$ cat config.mk
export PLATFORM = sky130hd
export DESIGN_NAME = nibble_serial_adder_seq
export DESIGN_NICKNAME = d
export VERILOG_FILES = /design/src/rtl/nibble_seq_pkg.sv /design/src/rtl/nibble_cla_slice.sv /design/src/rtl/nibble_serial_adder_seq.sv
export SDC_FILE = /design/constraint.sdc
export NUM_CORES = 1
export LEC_CHECK = 0
export CELL_PAD_IN_SITES_DETAIL_PLACEMENT = 0
export CELL_PAD_IN_SITES_GLOBAL_PLACEMENT = 1
export CORE_MARGIN = 10
export CORE_UTILIZATION = 37
export DETAILED_ROUTE_END_ITERATION = 8
export PLACE_DENSITY = 0.79
export SLEW_MARGIN = 5
export SYNTH_ARGS = -nofsm -noshare
export SYNTH_HDL_FRONTEND = slang
export SYNTH_SLANG_ARGS = --single-unit
$ cat constraint.sdc
create_clock -name clk -period 1.7 [get_ports clk]
set_input_delay 0.17 -clock clk [delete_from_list [all_inputs] [get_ports clk]]
set_output_delay 0.17 -clock clk [all_outputs]
set_load 0.05 [all_outputs]
$ cat src/rtl/nibble_seq_pkg.sv
// nibble_seq_pkg: state encoding and slice width shared by the nibble-serial adder.
package nibble_seq_pkg;
   localparam int NIBBLE_W = 4;
   localparam logic [1:0] ST_IDLE = 2'd0;
   localparam logic [1:0] ST_RUN  = 2'd1;
   localparam logic [1:0] ST_DONE = 2'd2;
   typedef enum logic [1:0] {
      S_IDLE = ST_IDLE,
      S_RUN  = ST_RUN,
      S_DONE = ST_DONE
   } state_t;
endpackage

$ cat src/rtl/nibble_cla_slice.sv
// nibble_cla_slice: combinational 4-bit generate/propagate carry-lookahead adder (74S283-style).
module nibble_cla_slice
   import nibble_seq_pkg::*;
(
   input  logic [NIBBLE_W-1:0] a4,
   input  logic [NIBBLE_W-1:0] b4,
   input  logic                c0,
   output logic [NIBBLE_W-1:0] s4,
   output logic                c4
);
   logic [NIBBLE_W-1:0] g, p;
   logic c1, c2, c3;
   assign g  = a4 & b4;
   assign p  = a4 ^ b4;
   assign c1 = g[0] | (p[0] & c0);
   assign c2 = g[1] | (p[1] & g[0]) | (p[1] & p[0] & c0);
   assign c3 = g[2] | (p[2] & g[1]) | (p[2] & p[1] & g[0]) | (p[2] & p[1] & p[0] & c0);
   assign c4 = g[3] | (p[3] & g[2]) | (p[3] & p[2] & g[1]) | (p[3] & p[2] & p[1] & g[0])
             | (p[3] & p[2] & p[1] & p[0] & c0);
   assign s4 = p ^ {c3, c2, c1, c0};
endmodule

$ cat src/rtl/nibble_serial_adder_seq.sv
// nibble_serial_adder_seq: WIDTH-bit add/subtract through one shared 4-bit CLA slice, one nibble per clock.
// Optional zero-result flag output enabled by NIBBLE_SEQ_ZERO_FLAG_EN.
module nibble_serial_adder_seq
   import nibble_seq_pkg::*;
#(
   parameter int WIDTH = 32
) (
   input  logic             clk,
   input  logic             reset_n,
   input  logic             req,
   input  logic             sub,
   input  logic             cin,
   input  logic [WIDTH-1:0] a,
   input  logic [WIDTH-1:0] b,
   output logic             busy,
   output logic             done,
   output logic [WIDTH-1:0] sum,
   output logic             cout,
   output logic             ovf
`ifdef NIBBLE_SEQ_ZERO_FLAG_EN
   ,
   output logic             zero
`endif
);
   localparam int NIB = WIDTH / NIBBLE_W;
   localparam int IW  = $clog2(NIB);
   state_t state_q, state_d;
   logic [IW-1:0] idx_q, idx_d;
   logic [WIDTH-1:0] a_sh_q, a_sh_d, b_sh_q, b_sh_d, res_q, res_d, sum_q, sum_d;
   logic carry_q, carry_d, sign_a_q, sign_a_d, sign_b_q, sign_b_d;
   logic cout_q, cout_d, ovf_q, ovf_d;
   logic [NIBBLE_W-1:0] s;
   logic c4;
   nibble_cla_slice u_slice (
      .a4 (a_sh_q[NIBBLE_W-1:0]),
      .b4 (b_sh_q[NIBBLE_W-1:0]),
      .c0 (carry_q),
      .s4 (s),
      .c4 (c4)
   );
   wire last = (idx_q == IW'(NIB - 1));
`ifdef NIBBLE_SEQ_ZERO_FLAG_EN
   logic zacc_q, zacc_d, zero_q, zero_d;
`endif
   always_comb begin
      state_d  = state_q;
      idx_d    = idx_q;
      a_sh_d   = a_sh_q;
      b_sh_d   = b_sh_q;
      res_d    = res_q;
      sum_d    = sum_q;
      carry_d  = carry_q;
      sign_a_d = sign_a_q;
      sign_b_d = sign_b_q;
      cout_d   = cout_q;
      ovf_d    = ovf_q;
`ifdef NIBBLE_SEQ_ZERO_FLAG_EN
      zacc_d   = zacc_q;
      zero_d   = zero_q;
`endif
      if (state_q == S_IDLE && req) begin
         state_d  = S_RUN;
         idx_d    = '0;
         a_sh_d   = a;
         b_sh_d   = sub ? ~b : b;
         carry_d  = sub | cin;
         sign_a_d = a[WIDTH-1];
         sign_b_d = sub ? ~b[WIDTH-1] : b[WIDTH-1];
`ifdef NIBBLE_SEQ_ZERO_FLAG_EN
         zacc_d   = 1'b1;
`endif
      end else if (state_q == S_RUN) begin
         a_sh_d  = {{NIBBLE_W{1'b0}}, a_sh_q[WIDTH-1:NIBBLE_W]};
         b_sh_d  = {{NIBBLE_W{1'b0}}, b_sh_q[WIDTH-1:NIBBLE_W]};
         res_d   = {s, res_q[WIDTH-1:NIBBLE_W]};
         carry_d = c4;
         idx_d   = idx_q + 1'b1;
`ifdef NIBBLE_SEQ_ZERO_FLAG_EN
         zacc_d  = zacc_q & (s == '0);
`endif
         // Outputs only move on the last nibble so sum never shows a partial result.
         if (last) begin
            state_d = S_DONE;
            sum_d   = {s, res_q[WIDTH-1:NIBBLE_W]};
            cout_d  = c4;
            ovf_d   = (sign_a_q == sign_b_q) && (s[NIBBLE_W-1] != sign_a_q);
`ifdef NIBBLE_SEQ_ZERO_FLAG_EN
            zero_d  = zacc_q & (s == '0);
`endif
         end
      end else if (state_q == S_DONE) begin
         state_d = S_IDLE;
      end
   end
   always_ff @(posedge clk or negedge reset_n) begin
      if (!reset_n) begin
         state_q  <= S_IDLE;
         idx_q    <= '0;
         a_sh_q   <= '0;
         b_sh_q   <= '0;
         res_q    <= '0;
         sum_q    <= '0;
         carry_q  <= 1'b0;
         sign_a_q <= 1'b0;
         sign_b_q <= 1'b0;
         cout_q   <= 1'b0;
         ovf_q    <= 1'b0;
      end else begin
         state_q  <= state_d;
         idx_q    <= idx_d;
         a_sh_q   <= a_sh_d;
         b_sh_q   <= b_sh_d;
         res_q    <= res_d;
         sum_q    <= sum_d;
         carry_q  <= carry_d;
         sign_a_q <= sign_a_d;
         sign_b_q <= sign_b_d;
         cout_q   <= cout_d;
         ovf_q    <= ovf_d;
      end
   end
`ifdef NIBBLE_SEQ_ZERO_FLAG_EN
   always_ff @(posedge clk or negedge reset_n) begin
      if (!reset_n) begin
         zacc_q <= 1'b0;
         zero_q <= 1'b0;
      end else begin
         zacc_q <= zacc_d;
         zero_q <= zero_d;
      end
   end
   assign zero = zero_q;
`endif
   assign busy = (state_q != S_IDLE);
   assign done = (state_q == S_DONE);
   assign sum  = sum_q;
   assign cout = cout_q;
   assign ovf  = ovf_q;
endmodule

==> run_results.csv, run 1 <==
group,metric,value,unit
job,maxCapViolations,0,
floorplanning,coreArea,15200,um^2
floorplanning,fp.dieArea,20900,um^2
layout,nNetsFinal,728,
pwr,vdd.ir_drop.worst,0.986,mV
setup_path,reg2reg_to,"ovf",
setup_path,path_cells,"buf_6, nand3b_1, buf_4, buf_12, or3_4, o211ai_1",
layout,layout-drive-gt1-share,0.175,
placement,portBuffers,104,
setup_path,critical_path_required,2040,ps
setup_path,max_stage_delay,480,ps
timing,setup_ws,41.1,ps
placement,place_ws,-256,ps
synthesis,yosysSeqAreaShare,0.584,
timing,slew_headroom,0.610,
clocking,cts_max_path_buffers,2,
timing,fin_tns_setup,0,ps
synthesis,avgSynthCellArea,10.7,um^2
drt,dr_total_vias,4304,
placement,post-dp-hpwl,9.74,mm
synthesis,synth.most_common_cell,"nand2_1",
layout,antennaDiodeCount,0,
synthesis,yosys-top-cells-area,"dfrtp_1, nand2_1, mux2_2, a221o_1, xnor2_1",
global_routing,grt_overflow_total,0,
clocking,cts_tree,"yes",
timing,worstMarginPinSlew,584,ps
synthesis,synth.top_cell.area_share,0.584,
floorplanning,die_w,145,um
timing,finalSetupViolCount,0,
timing,fin_crit_sh,0.976,
pwr,power,15.2,mW
synthesis,synth.largest_area_cell,"dfrtp_1",
setup_path,worstRegToRegCells,6,
floorplanning,rows,45,
drt,routedWlPerCell,16.8,um
setup_path,end_kind,"flop",
layout,fin_util,0.511,
setup_path,cp_data_arrival_time,1990,ps
floorplanning,start_util,0.378,
clocking,clk_pin_slew,50,ps
drt,ant_nets,0,
clocking,htree_levels,4,
drt,finalWirelength,14.3,mm
timing,fin_worst_skew,4.27,ps
synthesis,ys.flop_type,"dfrtp_1",
drt,viasPerCell,5.05,
synthesis,synth_edf_count,0,
timing,max_freq,603,MHz
clocking,cts_buffers,17,
drt,drt_iter0_drc,286,
timing,fin_crit,1660,ps
setup_path,path_max_fanout,9,
synthesis,syn_nets,612,
setup_path,critPathSlowestCell,"dfrtp_2",
setup_path,reg2reg_from,"state_q[1]",
status,outcome,"completed",
synthesis,synthDistinctLibCells,31,
synthesis,ys_ff_latch,134,
layout,syn_to_final_growth,35.3,%
synthesis,synth_common_cells,"nand2_1, dfrtp_1, nor2_1",
synthesis,yosys_warnings,0,
min_path,hold_class,"in -> async",
setup_path,reg2reg_setup_slack,40,ps
timing,finalHoldViolations,0,
synthesis,synthArstFlopShare,1.00,
clocking,clock_latency,420,ps
clocking,cts_num_sinks,134,
pwr,power-per-cell-area,1960,nW/um^2
timing,rsz0062_at_grt,"true",
floorplanning,die_h,145,um
global_routing,grt.total_usage,0.141,
synthesis,synthesis.area,5740,um^2
global_routing,grt_max_degree,45,
layout,fillers,1375,
setup_path,path_class,"reg -> reg",
floorplanning,io-pin-count,105,
placement,gp_congestion,0.795,
drt,drt_pass1_iterations,4,
drt,route.detailed.drc,0,
global_routing,grt_first_pass_wirelength,23.0,mm
pwr,leakage,3.69,nW
global_routing,grt_pass1_vias,4475,
setup_path,critPathLaunchType,"flop",
clocking,cts_root_buf,"clkbuf_16",
synthesis,synthCells,536,
timing,slew_viol_final,0,
global_routing,antenna_found_initial,0,
[where the power goes]
part           internal, mW  switching (mW)
clock network          2.00            1.27
logic                  2.62            3.87
registers              4.57           0.925
[metrics by stage]
step	cells	hold slack, ps	instance area (um^2)
2_1_floorplan	536	-126	5740
3_3_place_gp	811	133	7060
3_5_place_dp	811	136	7060
4_1_cts	845	266	7630
5_1_grt	852	284	7770
6_report	852	254	7770
[routing by layer]
layer  global-route usage  up-vias  part of all wire
li1                     -     2058                 -
met3               0.0489       21             0.061
met5                    0        -                 0
met1                0.176     2104              0.46
met4               0.0553        0             0.016
met2                0.219      121              0.47
[cell usage in the layout, fill, tap and decap left out, types with 3 or more instances in the layout]
cell type / netlist / routed
nand2_1: 160 / 160
dfrtp_1: 134 / 132
clkdlybuf4s50_1: 0 / 66
nor2_1: 32 / 31
xnor2_1: 31 / 31
a221o_1: 29 / 29
buf_4: 2 / 29
mux2_2: 28 / 28
a22oi_1: 27 / 27
dlygate4sd2_1: 0 / 20
o21ai_0: 19 / 19
clkbuf_16: 0 / 19
buf_12: 0 / 8
clkbuf_1: 8 / 6
inv_1: 4 / 4
ha_4: 0 / 4
clkbuf_8: 0 / 4
clkinv_2: 0 / 4
xor2_1: 3 / 3
nand3_1: 3 / 3
buf_6: 0 / 3
[worst max-delay path by stage]
| stage | from | to | slack (ps) | cells past startpoint |
|---|---|---|---|---|
| CTS | b_sh_q[0] | ovf | 6 | 6 |
| detailed placement | req | a_sh_q[9] | -260 | 6 |
| floorplan | a_sh_q[0] | ovf | 30 | 5 |
| global placement | req | a_sh_q[13] | -200 | 6 |
| finish | state_q[1] | ovf | 40 | 6 |
| global route | a_sh_q[0] | ovf | -20 | 5 |
[cells by family after synthesis]
family | after synthesis | share of synthesized area
compound gates | 86 | 0.115
xor+xnor | 34 | 0.0519
fa+ha+maj | 7 | 0.0166
buf+inv | 40 | 0.0331
flops | 134 | 0.584
mux | 28 | 0.0549
simple gates | 207 | 0.144
[state kept, by name, indices dropped and copies added, names as in the netlist]
register,flops
a_sh_q,32
b_sh_q,32
carry_q,1
cout,1
idx_q,3
ovf,1
res_q,28
sign_a_q,1
sign_b_q,1
state_q,2
sum,32
[layout make-up]
| cell class | instances | area [um^2] | share of cell area |
|---|---|---|---|
| multi-input combinational | 363 | 2290 | 0.295 |
| clock inverter | 4 | 20.0 | 0.00258 |
| tap | 188 | 235 | 0.0303 |
| inverter | 4 | 15.0 | 0.00193 |
| sequential | 134 | 3360 | 0.432 |
| clock buffer | 27 | 503 | 0.0648 |
| timing repair buffer | 132 | 1340 | 0.173 |
[worst max-delay path: cells and delay by family, from the launching register on]
kind                   cells  cell delay, ps
AOI/OAI and AO/OA          1             160
buffers and inverters      3             450
DFF                        1             480
and+or+nand+nor            2             490
[timing repair]
| action | in CTS | in global routing |
|---|---|---|
| hold buffers | 1 | 0 |
| resized for setup | 29 | 10 |
| buffers inserted | 1 | 5 |
| setup endpoints to repair | 80 | 72 |
| endpoints found under the hold margin | 41 | 0 |
| cloned | 1 | 2 |
| pin swaps | 6 | 6 |
(Power assumes the default switching activity.)
==> inputs of run 2 (changes only) <==
CORE_MARGIN = 2   (was 10)
==> run_results.csv, run 2 (same netlist as run 1, synthesis figures left out) <==
group,metric,value,unit
status,outcome,"completed",
global_routing,grt_max_degree,51,
clocking,htree_levels,4,
drt,dr_total_vias,4263,
setup_path,reg2reg_from,"a_sh_q[0]",
drt,drt_iter0_drc,298,
clocking,cts_max_path_buffers,2,
timing,fin_worst_skew,6.52,ps
floorplanning,start_util,0.378,
drt,drt_pass1_iterations,4,
floorplanning,die_h,129,um
drt,ant_nets,0,
floorplanning,fp.dieArea,16500,um^2
setup_path,critPathLaunchType,"flop",
layout,final_cell_mix,"nand2_1, dfrtp_1, clkdlybuf4s50_1",
clocking,cts_num_sinks,134,
clocking,clock_latency,420,ps
clocking,clk_pin_slew,60,ps
floorplanning,coreArea,15200,um^2
placement,gp_congestion,0.783,
setup_path,path_cells,"ha_1, a21o_1, and4_4, or3_4, o211ai_1",
setup_path,cp_data_arrival_time,2010,ps
global_routing,grt.total_usage,0.166,
timing,finalSetupViolCount,0,
timing,max_freq,596,MHz
drt,viasPerCell,5.03,
layout,layout.area.seq,3350,um^2
pwr,power-per-cell-area,2000,nW/um^2
pwr,p_comb_frac,0.412,
job,maxCapViolations,0,
min_path,hold_class,"in -> async",
layout,final_common_cell,"nand2_1",
clocking,cts_buffers,17,
layout,syn_to_final_growth,35.1,%
pwr,vdd.ir_drop.worst,0.949,mV
setup_path,max_stage_delay,400,ps
setup_path,critical_path_required,2040,ps
setup_path,crit_start,"a_sh_q[0]",
placement,portBuffers,104,
floorplanning,io-pin-count,105,
pwr,power_frac_seq,0.352,
setup_path,critPathSlowestCell,"or3_4",
layout,fillers,1364,
drt,route.detailed.drc,0,
setup_path,end_kind,"flop",
placement,post-dp-hpwl,8.83,mm
layout,antennaDiodeCount,0,
pwr,p_int,9.48,mW
layout,layout-drive-gt1-share,0.159,
clocking,cts_tree,"yes",
timing,fin_crit_sh,0.988,
timing,fin_hold_ws,251,ps
drt,finalWirelength,12.8,mm
clocking,cts_root_buf,"clkbuf_16",
timing,slew_viol_final,0,
pwr,clkPwrFrac,0.236,
pwr,p_sw,6.01,mW
timing,worstMarginPinSlew,593,ps
global_routing,grt_overflow_total,0,
layout,fin_util,0.510,
layout,nNetsFinal,723,
timing,slew_headroom,0.604,
floorplanning,rows,45,
setup_path,path_max_fanout,3,
layout,multi_input_area,2250,um^2
pwr,switching_share,0.388,
global_routing,grt_pass1_vias,4322,
global_routing,antenna_found_initial,0,
timing,finalHoldViolations,0,
global_routing,grt_first_pass_wirelength,21.6,mm
timing,rsz0062_at_grt,"true",
setup_path,path_class,"reg -> reg",
floorplanning,die_w,129,um
timing,fin_crit,1680,ps
drt,routedWlPerCell,15.1,um
pwr,leakage,3.71,nW
[run 2: cell types whose count changed in the layout (fill, tap and decap cells not counted), sizes merged]
cell         change
bufinv           +3
clkbuf           -7
dlygate4sd2      +4
clkinvlp         +1
buf              -7
clkinv           +2
[run 2: stage by stage]
stage / cell area, um^2 / TNS, ps / setup WS (ps) / power [mW] / std cells
floorplan: 5740 / 0 / 28.2 / 9.66 / 536
global placement: 7080 / -14280 / -272 / 11.5 / 811
detailed placement: 7080 / -17210 / -289 / 11.8 / 811
CTS: 7710 / 0 / 3.33 / 15.5 / 847
global route: 7760 / -895 / -45.1 / 16.5 / 848
finish: 7760 / 0 / 20.8 / 15.5 / 848
[run 2: final timing paths]
| kind | to | slack (ps) | cells past startpoint |
|---|---|---|---|
| worst min register to register | res_q[7] | 480 | 2 |
| worst max-delay path | ovf | 20 | 5 |
| worst min-delay path | sum[6] | 250 | 2 |
| min in group clk | b_sh_q[28] | 290 | 3 |
| worst max register to register | ovf | 20 | 5 |
| max in group asynchronous | a_sh_q[0] | 890 | 3 |
[run 2: critical path: cells and delay by family (launching register included)]
kind | cells | cell delay [ps]
compound gates | 2 | 340
fa+ha+maj | 1 | 310
flops | 1 | 380
simple gates | 2 | 580
[run 2: final cells by class]
cell class | instances | share of cell area
flip-flops and latches | 134 | 0.432
multi-input cells | 363 | 0.291
repair buffers | 127 | 0.168
clock buffers | 22 | 0.0598
well taps | 188 | 0.0303
clock inverters | 10 | 0.0165
inverters | 4 | 0.00194
[run 2: power groups by stage]
stage	clock, mW	combinational, mW	sequential, mW
after floorplan	0	3.28	6.37
after global placement	0	6.11	5.43
after detailed placement	0	6.30	5.49
after CTS	3.74	6.33	5.44
after global routing	3.88	7.03	5.61
final	3.66	6.38	5.45
[run 2: repair_timing]
action	CTS	global route
resized for setup	32	9
pin swaps	4	3
buffers inserted	2	1
hold endpoints to repair	39	0
hold buffers	1	0
endpoints found under the setup margin	112	63
cloned	1	0
[run 2: layer usage]
metal  part of all wire  vias up  track usage  wire, um
met5                  0        -            0         0
met1               0.48     2102        0.229      6140
met3              0.035       15       0.0424       448
li1                   -     2055            -         -
met4              0.014        0       0.0595       179
met2               0.47       91        0.257      6060
